[src/rtl/ha_array_sum_pipe_pkg.sv]
// Shared widths, row record and row weighting helper for the 8x8 multiplier
// half-adder reduction path.
package mul8_pkg;

  localparam int HA_T_W = 9;
  localparam int HA_B_W = 7;
  localparam int ROW_W  = 10;
  localparam int PAIR_W = 13;
  localparam int NROWS  = 4;

  typedef struct packed {
    logic [HA_T_W-1:0] t;
    logic [HA_B_W-1:0] b;
  } ha_row_t;

  // Collapse one half-adder row to its unsigned value: the carry vector sits
  // two bit positions above the sum vector.
  function automatic logic [ROW_W-1:0] row_value(input ha_row_t r);
    return ROW_W'(r.t) + (ROW_W'(r.b) << 2);
  endfunction

endpackage

[src/rtl/ha_array_sum_pipe_if.sv]
// Operand/result handshake bundle for ha_array_sum_pipe.
interface ha_array_sum_pipe_if #(
  parameter int TAG_W  = 4,
  parameter int PROD_W = 17
);
  import mul8_pkg::*;

  logic              in_valid;
  logic              in_ready;
  logic [TAG_W-1:0]  in_tag;
  logic [HA_B_W-1:0] ha_array_0_b;
  logic [HA_B_W-1:0] ha_array_1_b;
  logic [HA_B_W-1:0] ha_array_2_b;
  logic [HA_B_W-1:0] ha_array_3_b;
  logic [HA_T_W-1:0] ha_array_0_t;
  logic [HA_T_W-1:0] ha_array_1_t;
  logic [HA_T_W-1:0] ha_array_2_t;
  logic [HA_T_W-1:0] ha_array_3_t;
  logic              out_valid;
  logic              out_ready;
  logic [TAG_W-1:0]  out_tag;
  logic [PROD_W-1:0] prod;

  modport master (
    output in_valid, in_tag,
    output ha_array_0_b, ha_array_1_b, ha_array_2_b, ha_array_3_b,
    output ha_array_0_t, ha_array_1_t, ha_array_2_t, ha_array_3_t,
    output out_ready,
    input  in_ready, out_valid, out_tag, prod
  );

  modport slave (
    input  in_valid, in_tag,
    input  ha_array_0_b, ha_array_1_b, ha_array_2_b, ha_array_3_b,
    input  ha_array_0_t, ha_array_1_t, ha_array_2_t, ha_array_3_t,
    input  out_ready,
    output in_ready, out_valid, out_tag, prod
  );

endinterface

[src/rtl/ha_array_sum_pipe_stage.sv]
// Generic valid/ready register slice. A slice advances when it is empty or
// when its downstream neighbour advances, so bubbles collapse upstream.
module ha_pipe_stage #(
  parameter int DATA_W = 8
) (
  input  logic              clk,
  input  logic              rst_n,
  input  logic              vld_in,
  input  logic [DATA_W-1:0] data_in,
  input  logic              dn_adv,
  output logic              adv,
  output logic              vld_out,
  output logic [DATA_W-1:0] data_out
);

  assign adv = !vld_out || dn_adv;

  // Capture on advance; data loads only with a valid set so idle inputs never leak in.
  always_ff @(posedge clk or negedge rst_n) begin
    if (!rst_n) begin
      vld_out  <= 1'b0;
      data_out <= '0;
    end else if (adv) begin
      vld_out <= vld_in;
      if (vld_in) begin
        data_out <= data_in;
      end
    end
  end

endmodule

[src/rtl/ha_array_sum_pipe.sv]
// Reduces the four half-adder rows of the approximate 8x8 multiplier to the
// final product in three registered stages with valid/ready flow control.
module ha_array_sum_pipe
  import mul8_pkg::*;
#(
  parameter int TAG_W  = 4,
  parameter int PROD_W = 17
) (
  input  logic          clk,
  input  logic          rst_n,
  ha_array_sum_pipe_if.slave bus
);

  generate
    if (PROD_W < 17) begin : g_prod_w_chk
      $error("ha_array_sum_pipe: PROD_W must be at least 17");
    end
  endgenerate

  localparam int D0_W = NROWS * ROW_W + TAG_W;
  localparam int D1_W = 2 * PAIR_W + TAG_W;
  localparam int D2_W = PROD_W + TAG_W;

  function automatic logic [PAIR_W-1:0] pair_sum(input logic [ROW_W-1:0] lo,
                                                 input logic [ROW_W-1:0] hi);
    return PAIR_W'(lo) + (PAIR_W'(hi) << 2);
  endfunction

  function automatic logic [PROD_W-1:0] prod_sum(input logic [PAIR_W-1:0] lo,
                                                 input logic [PAIR_W-1:0] hi);
    return PROD_W'(lo) + (PROD_W'(hi) << 4);
  endfunction

  ha_row_t [NROWS-1:0] row_in;
  assign row_in[0] = {bus.ha_array_0_t, bus.ha_array_0_b};
  assign row_in[1] = {bus.ha_array_1_t, bus.ha_array_1_b};
  assign row_in[2] = {bus.ha_array_2_t, bus.ha_array_2_b};
  assign row_in[3] = {bus.ha_array_3_t, bus.ha_array_3_b};

  logic              adv_p0, adv_p1, adv_p2;
  logic              vld_p0, vld_p1, vld_p2;
  logic [D0_W-1:0]   d_in_p0, d_p0;
  logic [D1_W-1:0]   d_in_p1, d_p1;
  logic [D2_W-1:0]   d_in_p2, d_p2;
  logic [ROW_W-1:0]  r0_p0, r1_p0, r2_p0, r3_p0;
  logic [TAG_W-1:0]  tag_p0, tag_p1;
  logic [PAIR_W-1:0] pa_p1, pb_p1;

  // ---- stage p0: weight each row and accept the operand set ----
  assign d_in_p0 = {bus.in_tag,
                    row_value(row_in[3]), row_value(row_in[2]),
                    row_value(row_in[1]), row_value(row_in[0])};

  ha_pipe_stage #(.DATA_W(D0_W)) u_stage_p0 (
    .clk(clk), .rst_n(rst_n),
    .vld_in(bus.in_valid), .data_in(d_in_p0),
    .dn_adv(adv_p1), .adv(adv_p0),
    .vld_out(vld_p0), .data_out(d_p0)
  );

  assign r0_p0  = d_p0[0*ROW_W +: ROW_W];
  assign r1_p0  = d_p0[1*ROW_W +: ROW_W];
  assign r2_p0  = d_p0[2*ROW_W +: ROW_W];
  assign r3_p0  = d_p0[3*ROW_W +: ROW_W];
  assign tag_p0 = d_p0[D0_W-1 -: TAG_W];

  // ---- stage p1: combine rows pairwise (rows 0/1 and 2/3) ----
  assign d_in_p1 = {tag_p0, pair_sum(r2_p0, r3_p0), pair_sum(r0_p0, r1_p0)};

  ha_pipe_stage #(.DATA_W(D1_W)) u_stage_p1 (
    .clk(clk), .rst_n(rst_n),
    .vld_in(vld_p0), .data_in(d_in_p1),
    .dn_adv(adv_p2), .adv(adv_p1),
    .vld_out(vld_p1), .data_out(d_p1)
  );

  assign pa_p1  = d_p1[0 +: PAIR_W];
  assign pb_p1  = d_p1[PAIR_W +: PAIR_W];
  assign tag_p1 = d_p1[D1_W-1 -: TAG_W];

  // ---- stage p2: final sum, held at the output until consumed ----
  assign d_in_p2 = {tag_p1, prod_sum(pa_p1, pb_p1)};

  ha_pipe_stage #(.DATA_W(D2_W)) u_stage_p2 (
    .clk(clk), .rst_n(rst_n),
    .vld_in(vld_p1), .data_in(d_in_p2),
    .dn_adv(bus.out_ready), .adv(adv_p2),
    .vld_out(vld_p2), .data_out(d_p2)
  );

  assign bus.in_ready  = adv_p0;
  assign bus.out_valid = vld_p2;
  assign bus.prod      = d_p2[PROD_W-1:0];
  assign bus.out_tag   = d_p2[D2_W-1 -: TAG_W];

endmodule

[src/flat_wrapper.sv]
// flat-port wrapper written by rule: the top's interface ports become plain ports
module ha_array_sum_pipe_flat import mul8_pkg::*;
#(
  parameter int TAG_W  = 4,
  parameter int PROD_W = 17
)
  (clk, rst_n, bus_in_valid, bus_in_tag, bus_ha_array_0_b, bus_ha_array_1_b, bus_ha_array_2_b, bus_ha_array_3_b, bus_ha_array_0_t, bus_ha_array_1_t, bus_ha_array_2_t, bus_ha_array_3_t, bus_out_ready, bus_in_ready, bus_out_valid, bus_out_tag, bus_prod);
  ha_array_sum_pipe_if #(.TAG_W(TAG_W), .PROD_W(PROD_W)) bus_i ();
  input  logic clk;
  input  logic rst_n;
  input wire logic [$bits(bus_i.in_valid)-1:0] bus_in_valid;
  input wire logic [$bits(bus_i.in_tag)-1:0] bus_in_tag;
  input wire logic [$bits(bus_i.ha_array_0_b)-1:0] bus_ha_array_0_b;
  input wire logic [$bits(bus_i.ha_array_1_b)-1:0] bus_ha_array_1_b;
  input wire logic [$bits(bus_i.ha_array_2_b)-1:0] bus_ha_array_2_b;
  input wire logic [$bits(bus_i.ha_array_3_b)-1:0] bus_ha_array_3_b;
  input wire logic [$bits(bus_i.ha_array_0_t)-1:0] bus_ha_array_0_t;
  input wire logic [$bits(bus_i.ha_array_1_t)-1:0] bus_ha_array_1_t;
  input wire logic [$bits(bus_i.ha_array_2_t)-1:0] bus_ha_array_2_t;
  input wire logic [$bits(bus_i.ha_array_3_t)-1:0] bus_ha_array_3_t;
  input wire logic [$bits(bus_i.out_ready)-1:0] bus_out_ready;
  output wire logic [$bits(bus_i.in_ready)-1:0] bus_in_ready;
  output wire logic [$bits(bus_i.out_valid)-1:0] bus_out_valid;
  output wire logic [$bits(bus_i.out_tag)-1:0] bus_out_tag;
  output wire logic [$bits(bus_i.prod)-1:0] bus_prod;
  assign bus_i.in_valid = bus_in_valid;
  assign bus_i.in_tag = bus_in_tag;
  assign bus_i.ha_array_0_b = bus_ha_array_0_b;
  assign bus_i.ha_array_1_b = bus_ha_array_1_b;
  assign bus_i.ha_array_2_b = bus_ha_array_2_b;
  assign bus_i.ha_array_3_b = bus_ha_array_3_b;
  assign bus_i.ha_array_0_t = bus_ha_array_0_t;
  assign bus_i.ha_array_1_t = bus_ha_array_1_t;
  assign bus_i.ha_array_2_t = bus_ha_array_2_t;
  assign bus_i.ha_array_3_t = bus_ha_array_3_t;
  assign bus_i.out_ready = bus_out_ready;
  assign bus_in_ready = bus_i.in_ready;
  assign bus_out_valid = bus_i.out_valid;
  assign bus_out_tag = bus_i.out_tag;
  assign bus_prod = bus_i.prod;
  ha_array_sum_pipe #(.TAG_W(TAG_W), .PROD_W(PROD_W)) u_core (.clk(clk), .rst_n(rst_n), .bus(bus_i));
endmodule
[config.mk]
export PLATFORM = sky130hd
export DESIGN_NAME = ha_array_sum_pipe_flat
export DESIGN_NICKNAME = d
export VERILOG_FILES = /design/src/rtl/ha_array_sum_pipe_pkg.sv /design/src/rtl/ha_array_sum_pipe_if.sv /design/src/rtl/ha_array_sum_pipe_stage.sv /design/src/rtl/ha_array_sum_pipe.sv /design/src/flat_wrapper.sv
export SDC_FILE = /design/constraint.sdc
export NUM_CORES = 1
export LEC_CHECK = 0
export BUFFER_PORTS_ARGS = -buffer_cell sky130_fd_sc_hd__buf_2
export CAP_MARGIN = 10
export CORE_MARGIN = 10
export CORE_UTILIZATION = 50
export DETAILED_ROUTE_END_ITERATION = 10
export MAX_ROUTING_LAYER = met4
export PLACE_DENSITY = 0.72
export SYNTH_ARGS = -nofsm -noshare
export SYNTH_HDL_FRONTEND = slang
export SYNTH_SLANG_ARGS = --single-unit
[constraint.sdc]
create_clock -name clk -period 3.4 [get_ports clk]
set_input_delay 0.34 -clock clk [delete_from_list [all_inputs] [get_ports clk]]
set_output_delay 0.34 -clock clk [all_outputs]
set_load 0.05 [all_outputs]
==> results.py, run 1 <==
metrics = {
    "pwr": {
        "p_sw_mw": 2.06,
        "p_total_mw": 4.87,
        "p_per_area_nw_per_um2": 725,
        "intPower_mw": 2.80,
        "switching_share_pct": 42.4,
        "ir_drop_v": 0.000595,
        "power_frac_seq_pct": 35.7,
        "power_leakage_nw": 3.35,
        "combPwrFrac_pct": 44.4,
        "p_clk_share_pct": 19.9,
    },
    "final_layout": {
        "drive_above_1_share_pct": 16.9,
        "finalInstanceArea_um2": 6710,
        "nets": 862,
        "final_cell_count_no_fill": 879,
        "syn2layout_area_growth_pct": 16.0,
        "post-route-util_pct": 59.0,
    },
    "logic_synthesis": {
        "synth_compound_gate_area_share_pct": 20.5,
        "synth_common_cells": "163 x nand2_1, 98 x dfrtp_1, 71 x o21ai_0",
        "synth_area_um2": 5790,
        "yosysMostFrequentCell": "nand2_1",
        "synthAdderAreaFrac_pct": 13.9,
        "synth-xor-area-share_pct": 4.54,
        "synth_top_family_by_area": "compound AO/OA/AOI/OAI gates",
        "synth-simple-area-share_pct": 15.7,
        "avgSynthCellArea_um2": 9.07,
        "async_reset_ff_share_pct": 100,
        "ys_top_cells_by_area": "dfrtp_1 42%, ha_1 11%, nand2_1 11%, o21ai_0 6.1%, xor2_1 3.3%",
        "synth_warnings": 0,
        "synth-edff-count": 0,
        "yosysUniqueCellTypes": 43,
        "ys_ff_latch": 98,
        "syn_nets": 770,
        "synthMuxAreaShare_pct": 0.778,
        "syn-instance-count": 638,
        "synth_top_area_share_pct": 42.4,
        "ys_seq_area_share_pct": 42.4,
        "synthFlopType": "dfrtp_1",
        "yosysTopAreaCell": "dfrtp_1",
    },
    "floorplan": {
        "die-area_um2": 16300,
        "core_um2": 11400,
        "die_x_um": 128,
        "ios": 95,
        "initial_core_util_pct": 50.9,
        "die_h_um": 128,
        "num_rows": 39,
    },
    "setup_path": {
        "cp-end-kind": "flop",
        "r2r-start": "u_core.u_stage_p1.data_out[4]",
        "critPathLaunch": "u_core.u_stage_p1.data_out[4]",
        "cp.arrival_ps": 2400,
        "critical_path_class": "reg -> reg",
        "start_kind": "flop",
        "required_ps": 3590,
        "cp_max_fo": 4,
    },
    "timing": {
        "rsz0062_at_grt": "no",
        "tightestPinTransition_ps": 882,
        "timing.hold.ws_ps": 8.62,
        "relSlewSlack_pct": 41.1,
        "clock_skew_ps": 11.0,
        "timing.final.crit_period_ps": 2210,
        "hold_violations": 0,
        "tns_ps": 0,
        "layout_setup_ws_ps": 1190,
        "min_period_over_period_pct": 64.9,
        "fmax_ghz": 0.453,
        "maxSlewViolCount": 0,
        "setup_violations": 0,
    },
    "clock_tree": {
        "ctsHoldBuffers": 0,
        "clock_latency_ps": 340,
        "cts_resized": 0,
        "postCtsSetupBuffers": 0,
        "cts_root_buf": "clkbuf_16",
        "clockBufferDepth": 2,
        "htreeDepth": 3,
        "tritoncts": "yes",
        "cts_num_sinks": 98,
        "clk_pin_slew_worst_paths_ps": 70,
        "cts_inserted_buffers": 9,
    },
    "route": {
        "routedWlPerCell_um": 14.6,
        "first_iter_violations": 260,
        "vias": 4708,
        "ant_nets": 0,
        "viasPerCell": 5.36,
        "wl_um": 12800,
        "drc": 0,
        "first_pass_iters": 4,
    },
    "grt": {
        "grt_pass1_vias": 4788,
        "grt_start_max_net_pins": 99,
        "track_usage_pct": 16.4,
        "grt_remaining_overflow": 0,
        "grt_pass1_wl_um": 21900,
        "antenna_found_initial": 1,
    },
    "placed_design": {
        "post-place-ws_ps": 1220,
        "place.gp.congestion": 0.924,
        "detailed_place.area_um2": 6420,
        "dp_hpwl_um": 10000,
        "dp_cells": 862,
        "numPortBuffers": 94,
    },
    "status": {
        "status": "complete, no violations",
    },
    "job": {
        "cap_violations": 0,
    },
    "hold_path": {
        "min_path_type": "in -> async",
    },
}
[sequential cells by signal, indices dropped and copies added, names as in the netlist]
name and count:
u_core.u_stage_p1.data_out 30, u_core.u_stage_p2.vld_out 1, u_core.u_stage_p2.data_out 21, u_core.u_stage_p1.vld_out 1, u_core.u_stage_p0.vld_out 1, u_core.u_stage_p0.data_out 44
[power by group through the flow]
stage | clock [mW] | combinational [mW] | sequential (mW)
3_5_place_dp | 0 | 2.14 | 1.76
3_3_place_gp | 0 | 2.09 | 1.74
4_1_cts | 0.994 | 2.16 | 1.74
5_1_grt | 1.04 | 2.40 | 1.79
6_report | 0.968 | 2.16 | 1.74
2_1_floorplan | 0 | 1.30 | 2.04
[worst paths after layout]
path / slack, ps / end / cells past startpoint
setup / recovery: 1190 / u_core.u_stage_p2.data_out[14] / 7
setup reg to reg: 1190 / u_core.u_stage_p2.data_out[14] / 7
max in group asynchronous: 2960 / u_core.u_stage_p0.data_out[17] / 2
hold / removal: 9 / u_core.u_stage_p2.data_out[11] / 2
min in group clk: 190 / u_core.u_stage_p0.data_out[42] / 3
hold reg to reg: 470 / u_core.u_stage_p2.data_out[18] / 2
[layout make-up]
| cell class | instances | area, µm² |
|---|---|---|
| Fill cell | 1021 | 4660 |
| Multi-Input combinational cell | 507 | 3210 |
| Sequential cell | 98 | 2450 |
| Timing Repair Buffer | 100 | 531 |
| Clock buffer | 10 | 239 |
| Tap cell | 143 | 179 |
| Inverter | 14 | 52.6 |
| Clock inverter | 6 | 48.8 |
| Antenna cell | 1 | 2.50 |
[logic make-up after synthesis]
logic type / count (synthesis)
flops: 98
fa+ha+maj: 60
compound gates: 194
mux: 4
buf+inv: 33
xor+xnor: 30
simple gates: 219
[cell usage in the layout (no fill, tap or decap), types with 6 or more instances in the layout]
cell type  count
nand2_1      163
dfrtp_1       98
buf_2         93
o21ai_0       71
ha_1          53
a21oi_1       34
xor2_1        22
nor2_1        19
a211oi_1      17
a21o_1        17
inv_1         14
o21a_1        11
o21bai_1      10
o21ai_1       10
clkbuf_16      9
xnor2_1        8
o211ai_1       7
fa_1           7
nand2b_1       6
nand3_1        6
buf_4          6
[metal layers]
metal  GRT usage, %  up-vias  share of wire (%)
li1               -     2428                  -
met5              -        -                  0
met4           6.16        0                2.0
met2           25.5      102                 46
met1           20.3     2156                 47
met3           4.09       22                5.3
[worst max-delay path, stage by stage (launching register included)]
cell and delay [ps]:
dfrtp_1 400, ha_1 250, fa_1 440, a211oi_1 390, o21ai_1 120, a21oi_1 240, or3_1 140, a31oi_1 70
Power figures use the tool's default switching activity.
==> run 2, diff against run 1 <==
--- a/config.mk
+++ b/config.mk
@@ -11,7 +11,7 @@
 export CORE_UTILIZATION = 50
 export DETAILED_ROUTE_END_ITERATION = 10
 export MAX_ROUTING_LAYER = met4
-export PLACE_DENSITY = 0.72
+export PLACE_DENSITY = 0.75
 export SYNTH_ARGS = -nofsm -noshare
 export SYNTH_HDL_FRONTEND = slang
 export SYNTH_SLANG_ARGS = --single-unit
==> constraint.sdc (replaced) <==
create_clock -name clk -period 1.89 [get_ports clk]
set_input_delay 0.189 -clock clk [delete_from_list [all_inputs] [get_ports clk]]
set_output_delay 0.189 -clock clk [all_outputs]
set_load 0.05 [all_outputs]
==> results.py, run 2 (same netlist as run 1, synthesis figures left out) <==
metrics = {
    "status": {
        "status": "finished, violations left",
        "violations": "negative setup slack",
    },
    "clock_tree": {
        "cts_root_buf": "clkbuf_16",
        "tritoncts": "yes",
        "cts_num_sinks": 98,
        "clock_latency_ps": 340,
        "htreeDepth": 3,
        "clk_pin_slew_worst_paths_ps": 70,
        "cts_inserted_buffers": 9,
        "clockBufferDepth": 2,
    },
    "route": {
        "first_pass_iters": 4,
        "drc": 0,
        "wl_um": 13800,
        "ant_nets": 0,
        "viasPerCell": 5.36,
        "first_iter_violations": 259,
        "vias": 4879,
        "routedWlPerCell_um": 15.2,
    },
    "setup_path": {
        "required_ps": 2150,
        "start_kind": "flop",
        "regToRegSetupSlack_ps": -80,
        "critical_path_class": "reg -> reg",
        "worstRegToRegCells": 8,
        "path_cells": "ha_2 > inv_2 > fa_2 > nor2b_4 > o31a_1 > o211a_1 > o21a_1 > o31ai_2",
        "critPathSlowestCell": "dfrtp_1",
        "r2r-start": "u_core.u_stage_p0.data_out[2]",
        "r2r-end": "u_core.u_stage_p1.data_out[10]",
        "cp_slowest_stage_delay_ps": 390,
        "cp.arrival_ps": 2220,
        "critPathLaunch": "u_core.u_stage_p0.data_out[2]",
        "cp_max_fo": 3,
        "cp-end-kind": "flop",
    },
    "final_layout": {
        "nets": 894,
        "syn2layout_area_growth_pct": 23.7,
        "final_cell_mix": "162 x nand2_1, 97 x dfrtp_1, 93 x buf_2, 70 x o21ai_0, 43 x ha_1",
        "largest_reg_flops": 44,
        "top_regs": "u_core.u_stage_p0.data_out (44), u_core.u_stage_p1.data_out (30), u_core.u_stage_p2.data_out (21)",
        "drive_above_1_share_pct": 23.3,
        "top_register": "u_core.u_stage_p0.data_out",
        "post-route-util_pct": 63.0,
        "final_cell_count_no_fill": 911,
        "layout_commonest_cell": "nand2_1",
    },
    "hold_path": {
        "min_path_type": "in -> reg",
        "min_from": "bus_ha_array_0_t[0]",
        "hold_end": "u_core.u_stage_p0.data_out[0]",
        "worstHoldPathCells": 3,
    },
    "pwr": {
        "power_leakage_nw": 3.53,
        "p_per_area_nw_per_um2": 1340,
        "ir_drop_v": 0.000950,
    },
    "grt": {
        "met1_usage_pct": 21.7,
        "grt_pass1_wl_um": 23000,
        "grt_start_max_net_pins": 64,
        "grt_pass1_vias": 5007,
        "grt_util_met2_pct": 27.1,
        "busiest_layer": "met2",
        "antenna_found_initial": 1,
        "grtUsageMet3_pct": 3.14,
        "track_usage_pct": 17.2,
        "grt_remaining_overflow": 0,
    },
    "timing": {
        "layout_setup_ws_ps": -76.7,
        "tightestPinTransition_ps": 344,
        "setup_violations": 4,
        "fmax_ghz": 0.508,
        "min_period_over_period_pct": 104,
        "hold_violations": 0,
        "timing.final.crit_period_ps": 1970,
        "rsz0062_at_grt": "yes",
        "clock_skew_ps": 5.77,
        "maxSlewViolCount": 0,
        "relSlewSlack_pct": 77.1,
    },
    "placed_design": {
        "dp_hpwl_um": 10500,
        "numPortBuffers": 94,
        "place.gp.congestion": 0.841,
        "dp_cells": 884,
    },
    "floorplan": {
        "num_rows": 39,
        "die-area_um2": 16300,
        "ios": 95,
        "die_x_um": 128,
        "initial_core_util_pct": 50.9,
        "die_h_um": 128,
        "core_um2": 11400,
    },
    "job": {
        "cap_violations": 0,
    },
}
==> run 2: routing by layer <==
metal	up-vias	part of all wire, %
met5	-	0
met4	0	1.6
met3	18	4.6
met2	109	49
met1	2266	45
li1	2486	-
==> run 2: cell type report <==
class                      count  area, µm²
sequential                    98       2450
clock buffer                  10        239
multi-input combinational    507       3370
timing repair buffer         132        798
tap                          143        179
clock inverter                 6       66.3
inverter                      14       52.6
antenna                        1       2.50
fill                         961       4210
==> run 2: repair_timing <==
item,4_1_cts,5_1_grt
endpoints found under the hold margin,16,0
gates resized for setup,11,14
setup endpoints to repair,8,12
hold buffers,1,0
setup buffers,4,5
pin swaps,7,13
==> run 2: critical path: cells and delay by family, from the launching register on <==
kind            cells  cell delay (ps)
buf+inv             1               50
flops               1              390
compound gates      4              960
simple gates        1               50
fa+ha+maj           2              430
==> run 2: stage by stage <==
stage | power [mW] | instance area [µm²] | worst slack [ps] | TNS, ps | hold slack [ps]
floorplan | 6.03 | 5830 | -97.0 | -1830 | -107
global placement | 7.17 | 6620 | -23.6 | -28.0 | 68.4
detailed placement | 7.30 | 6620 | -160 | -438 | 74.4
CTS | 9.27 | 7000 | -12.0 | -13.9 | 33.8
global route | 10.3 | 7160 | -166 | -857 | 38.7
finish | 9.58 | 7160 | -76.7 | -166 | 36.7
==> run 2: power breakdown <==
group          switching, mW  internal (mW)  leakage, nW
registers              0.494           2.69         1.20
logic                   2.64           1.90         2.19
clock network          0.793           1.06        0.141
==> run 2: worst max-delay path by stage <==
| stage | to | slack [ps] | cells after the start |
|---|---|---|---|
| 5_1_grt | u_core.u_stage_p1.data_out[8] | -170 | 8 |
| 3_5_place_dp | u_core.u_stage_p2.data_out[14] | -160 | 7 |
| 2_1_floorplan | u_core.u_stage_p0.data_out[13] | -100 | 6 |
| 4_1_cts | u_core.u_stage_p2.data_out[14] | -10 | 7 |
| 6_report | u_core.u_stage_p1.data_out[10] | -80 | 8 |
| 3_3_place_gp | u_core.u_stage_p2.data_out[14] | -20 | 7 |
==> run 3, diff against run 2 <==
--- a/config.mk
+++ b/config.mk
@@ -8,10 +8,10 @@
 export BUFFER_PORTS_ARGS = -buffer_cell sky130_fd_sc_hd__buf_2
 export CAP_MARGIN = 10
 export CORE_MARGIN = 10
-export CORE_UTILIZATION = 50
+export CORE_UTILIZATION = 52
 export DETAILED_ROUTE_END_ITERATION = 10
 export MAX_ROUTING_LAYER = met4
-export PLACE_DENSITY = 0.75
+export PLACE_DENSITY = 0.77
 export SYNTH_ARGS = -nofsm -noshare
 export SYNTH_HDL_FRONTEND = slang
 export SYNTH_SLANG_ARGS = --single-unit
==> results.py, run 3 (same netlist as run 1, synthesis figures left out) <==
metrics = {
    "status": {
        "status": "finished, violations left",
        "violations": "negative setup slack",
    },
    "clock_tree": {
        "cts_root_buf": "clkbuf_8",
        "tritoncts": "yes",
        "clock_latency_ps": 380,
        "htreeDepth": 3,
        "cts_inserted_buffers": 9,
        "cts_num_sinks": 98,
        "clockBufferDepth": 2,
        "clk_pin_slew_worst_paths_ps": 100,
    },
    "pwr": {
        "p_clk_share_pct": 14.5,
        "switching_share_pct": 42.8,
        "power_leakage_nw": 3.50,
        "p_per_area_nw_per_um2": 1300,
        "power_frac_seq_pct": 34.6,
        "combPwrFrac_pct": 50.9,
        "p_total_mw": 9.26,
        "ir_drop_v": 0.000951,
        "intPower_mw": 5.29,
        "p_sw_mw": 3.97,
    },
    "setup_path": {
        "cp-end-kind": "flop",
        "critPathBufInv": 0,
        "critPathSlowestCell": "dfrtp_1",
        "critical_path_class": "reg -> reg",
        "path_cells": "ha_2 > fa_2 > a211oi_4 > o21ai_1 > a21oi_1 > xor2_1 > o21ai_1",
        "cp_slowest_stage_delay_ps": 400,
        "cp_max_fo": 3,
        "cp_common_cell": "o21ai_1",
        "start_kind": "flop",
        "cp.arrival_ps": 2180,
        "critPathTopFamily": "compound AO/OA/AOI/OAI gates",
        "required_ps": 2150,
    },
    "route": {
        "vias": 5016,
        "viasPerCell": 5.49,
        "ant_nets": 0,
        "drc": 0,
        "routedWlPerCell_um": 15.9,
        "first_iter_violations": 209,
        "wl_um": 14600,
        "first_pass_iters": 4,
    },
    "final_layout": {
        "drive_above_1_share_pct": 24.1,
        "area.sequential_um2": 2450,
        "syn2layout_area_growth_pct": 23.3,
        "nets": 900,
        "post-route-util_pct": 65.6,
        "multi_input_area_um2": 3410,
        "layout_commonest_cell": "nand2_1",
        "top_register": "u_core.u_stage_p0.data_out",
        "final_cell_count_no_fill": 913,
        "largest_reg_flops": 44,
        "finalInstanceArea_um2": 7140,
        "final_cell_mix": "161 x nand2_1, 96 x dfrtp_1, 93 x buf_2, 65 x o21ai_0, 40 x ha_1",
        "top_regs": "u_core.u_stage_p0.data_out (44), u_core.u_stage_p1.data_out (30), u_core.u_stage_p2.data_out (21)",
        "fillers": 911,
    },
    "grt": {
        "grt_pass1_wl_um": 24400,
        "track_usage_pct": 18.9,
        "grt_remaining_overflow": 0,
        "grt_pass1_vias": 5249,
        "grt_start_max_net_pins": 40,
        "antenna_found_initial": 1,
    },
    "timing": {
        "rsz0062_at_grt": "yes",
        "clock_skew_ps": 13.9,
        "timing.final.crit_period_ps": 1910,
        "relSlewSlack_pct": 61.6,
        "maxSlewViolCount": 0,
        "fmax_ghz": 0.523,
        "tightestPinTransition_ps": 577,
        "layout_setup_ws_ps": -22.2,
        "min_period_over_period_pct": 101,
        "setup_violations": 2,
        "hold_violations": 0,
    },
    "placed_design": {
        "detailed_place.area_um2": 6640,
        "dp_hpwl_um": 11100,
        "numPortBuffers": 94,
        "place.gp.congestion": 0.885,
        "dp_cells": 884,
    },
    "job": {
        "cap_violations": 0,
    },
    "floorplan": {
        "initial_core_util_pct": 53.2,
        "core_um2": 10900,
        "die-area_um2": 15800,
        "num_rows": 38,
        "die_h_um": 126,
        "die_x_um": 126,
        "ios": 95,
    },
    "hold_path": {
        "min_path_type": "in -> reg",
    },
}
[run 3: tightest hold or removal path: stages]
cell,delay (ps)
buf_2,80
nand2_1,50
nand2_1,50
[run 3: per-stage QoR]
step / hold WS (ps) / worst slack (ps) / setup TNS (ps)
after floorplan: -107 / -97.0 / -1830
after global placement: 118 / -48.0 / -77.9
after detailed placement: 118 / -99.0 / -544
after CTS: 5.98 / -7.88 / -10.1
after global routing: 9.06 / -121 / -611
final: 15.2 / -22.2 / -22.4
[run 3: timing repair]
item / 4_1_cts / 5_1_grt
hold endpoints to repair: 25 / 1
buffers inserted: 4 / 3
resized for setup: 11 / 29
hold buffers: 5 / 1
pin swaps: 8 / 12
endpoints found under the setup margin: 10 / 16
[run 3: area by class of cell]
cell class	instances	share of cell area (%)
timing repair buffer	138	12.0
multi-input combinational	507	47.8
inverter	14	0.736
tap	140	2.45
antenna	1	0.0351
clock inverter	4	0.771
clock buffer	11	1.84
sequential	98	34.4
[run 3: worst paths after layout]
| kind | startpoint | to | slack, ps | cells after the start |
|---|---|---|---|---|
| setup / recovery | u_core.u_stage_p1.data_out[4] | u_core.u_stage_p2.data_out[10] | -20 | 7 |
| setup reg to reg | u_core.u_stage_p1.data_out[4] | u_core.u_stage_p2.data_out[10] | -20 | 7 |
| min in group asynchronous | rst_n | u_core.u_stage_p1.data_out[3] | 260 | 2 |
| hold / removal | bus_in_tag[3] | u_core.u_stage_p0.data_out[43] | 20 | 3 |
| hold reg to reg | u_core.u_stage_p2.data_out[7] | u_core.u_stage_p2.data_out[7] | 480 | 2 |
| max in group asynchronous | rst_n | u_core.u_stage_p0.data_out[28] | 1050 | 3 |
[run 3: power by group through the flow]
stage / combinational [mW] / clock (mW) / sequential [mW]
6_report: 4.71 / 1.35 / 3.20
5_1_grt: 5.23 / 1.47 / 3.27
4_1_cts: 4.35 / 1.36 / 3.13
3_3_place_gp: 4.10 / 0 / 3.13
3_5_place_dp: 4.21 / 0 / 3.16
2_1_floorplan: 2.36 / 0 / 3.67
[run 3: per-layer routing]
| metal | global-route usage (%) | vias to the layer above | wire, µm |
|---|---|---|---|
| li1 | - | 2510 | - |
| met1 | 23.2 | 2374 | 6710 |
| met2 | 30.7 | 120 | 7100 |
| met3 | 4.06 | 12 | 555 |
| met4 | 4.95 | 0 | 189 |
| met5 | - | - | 0 |
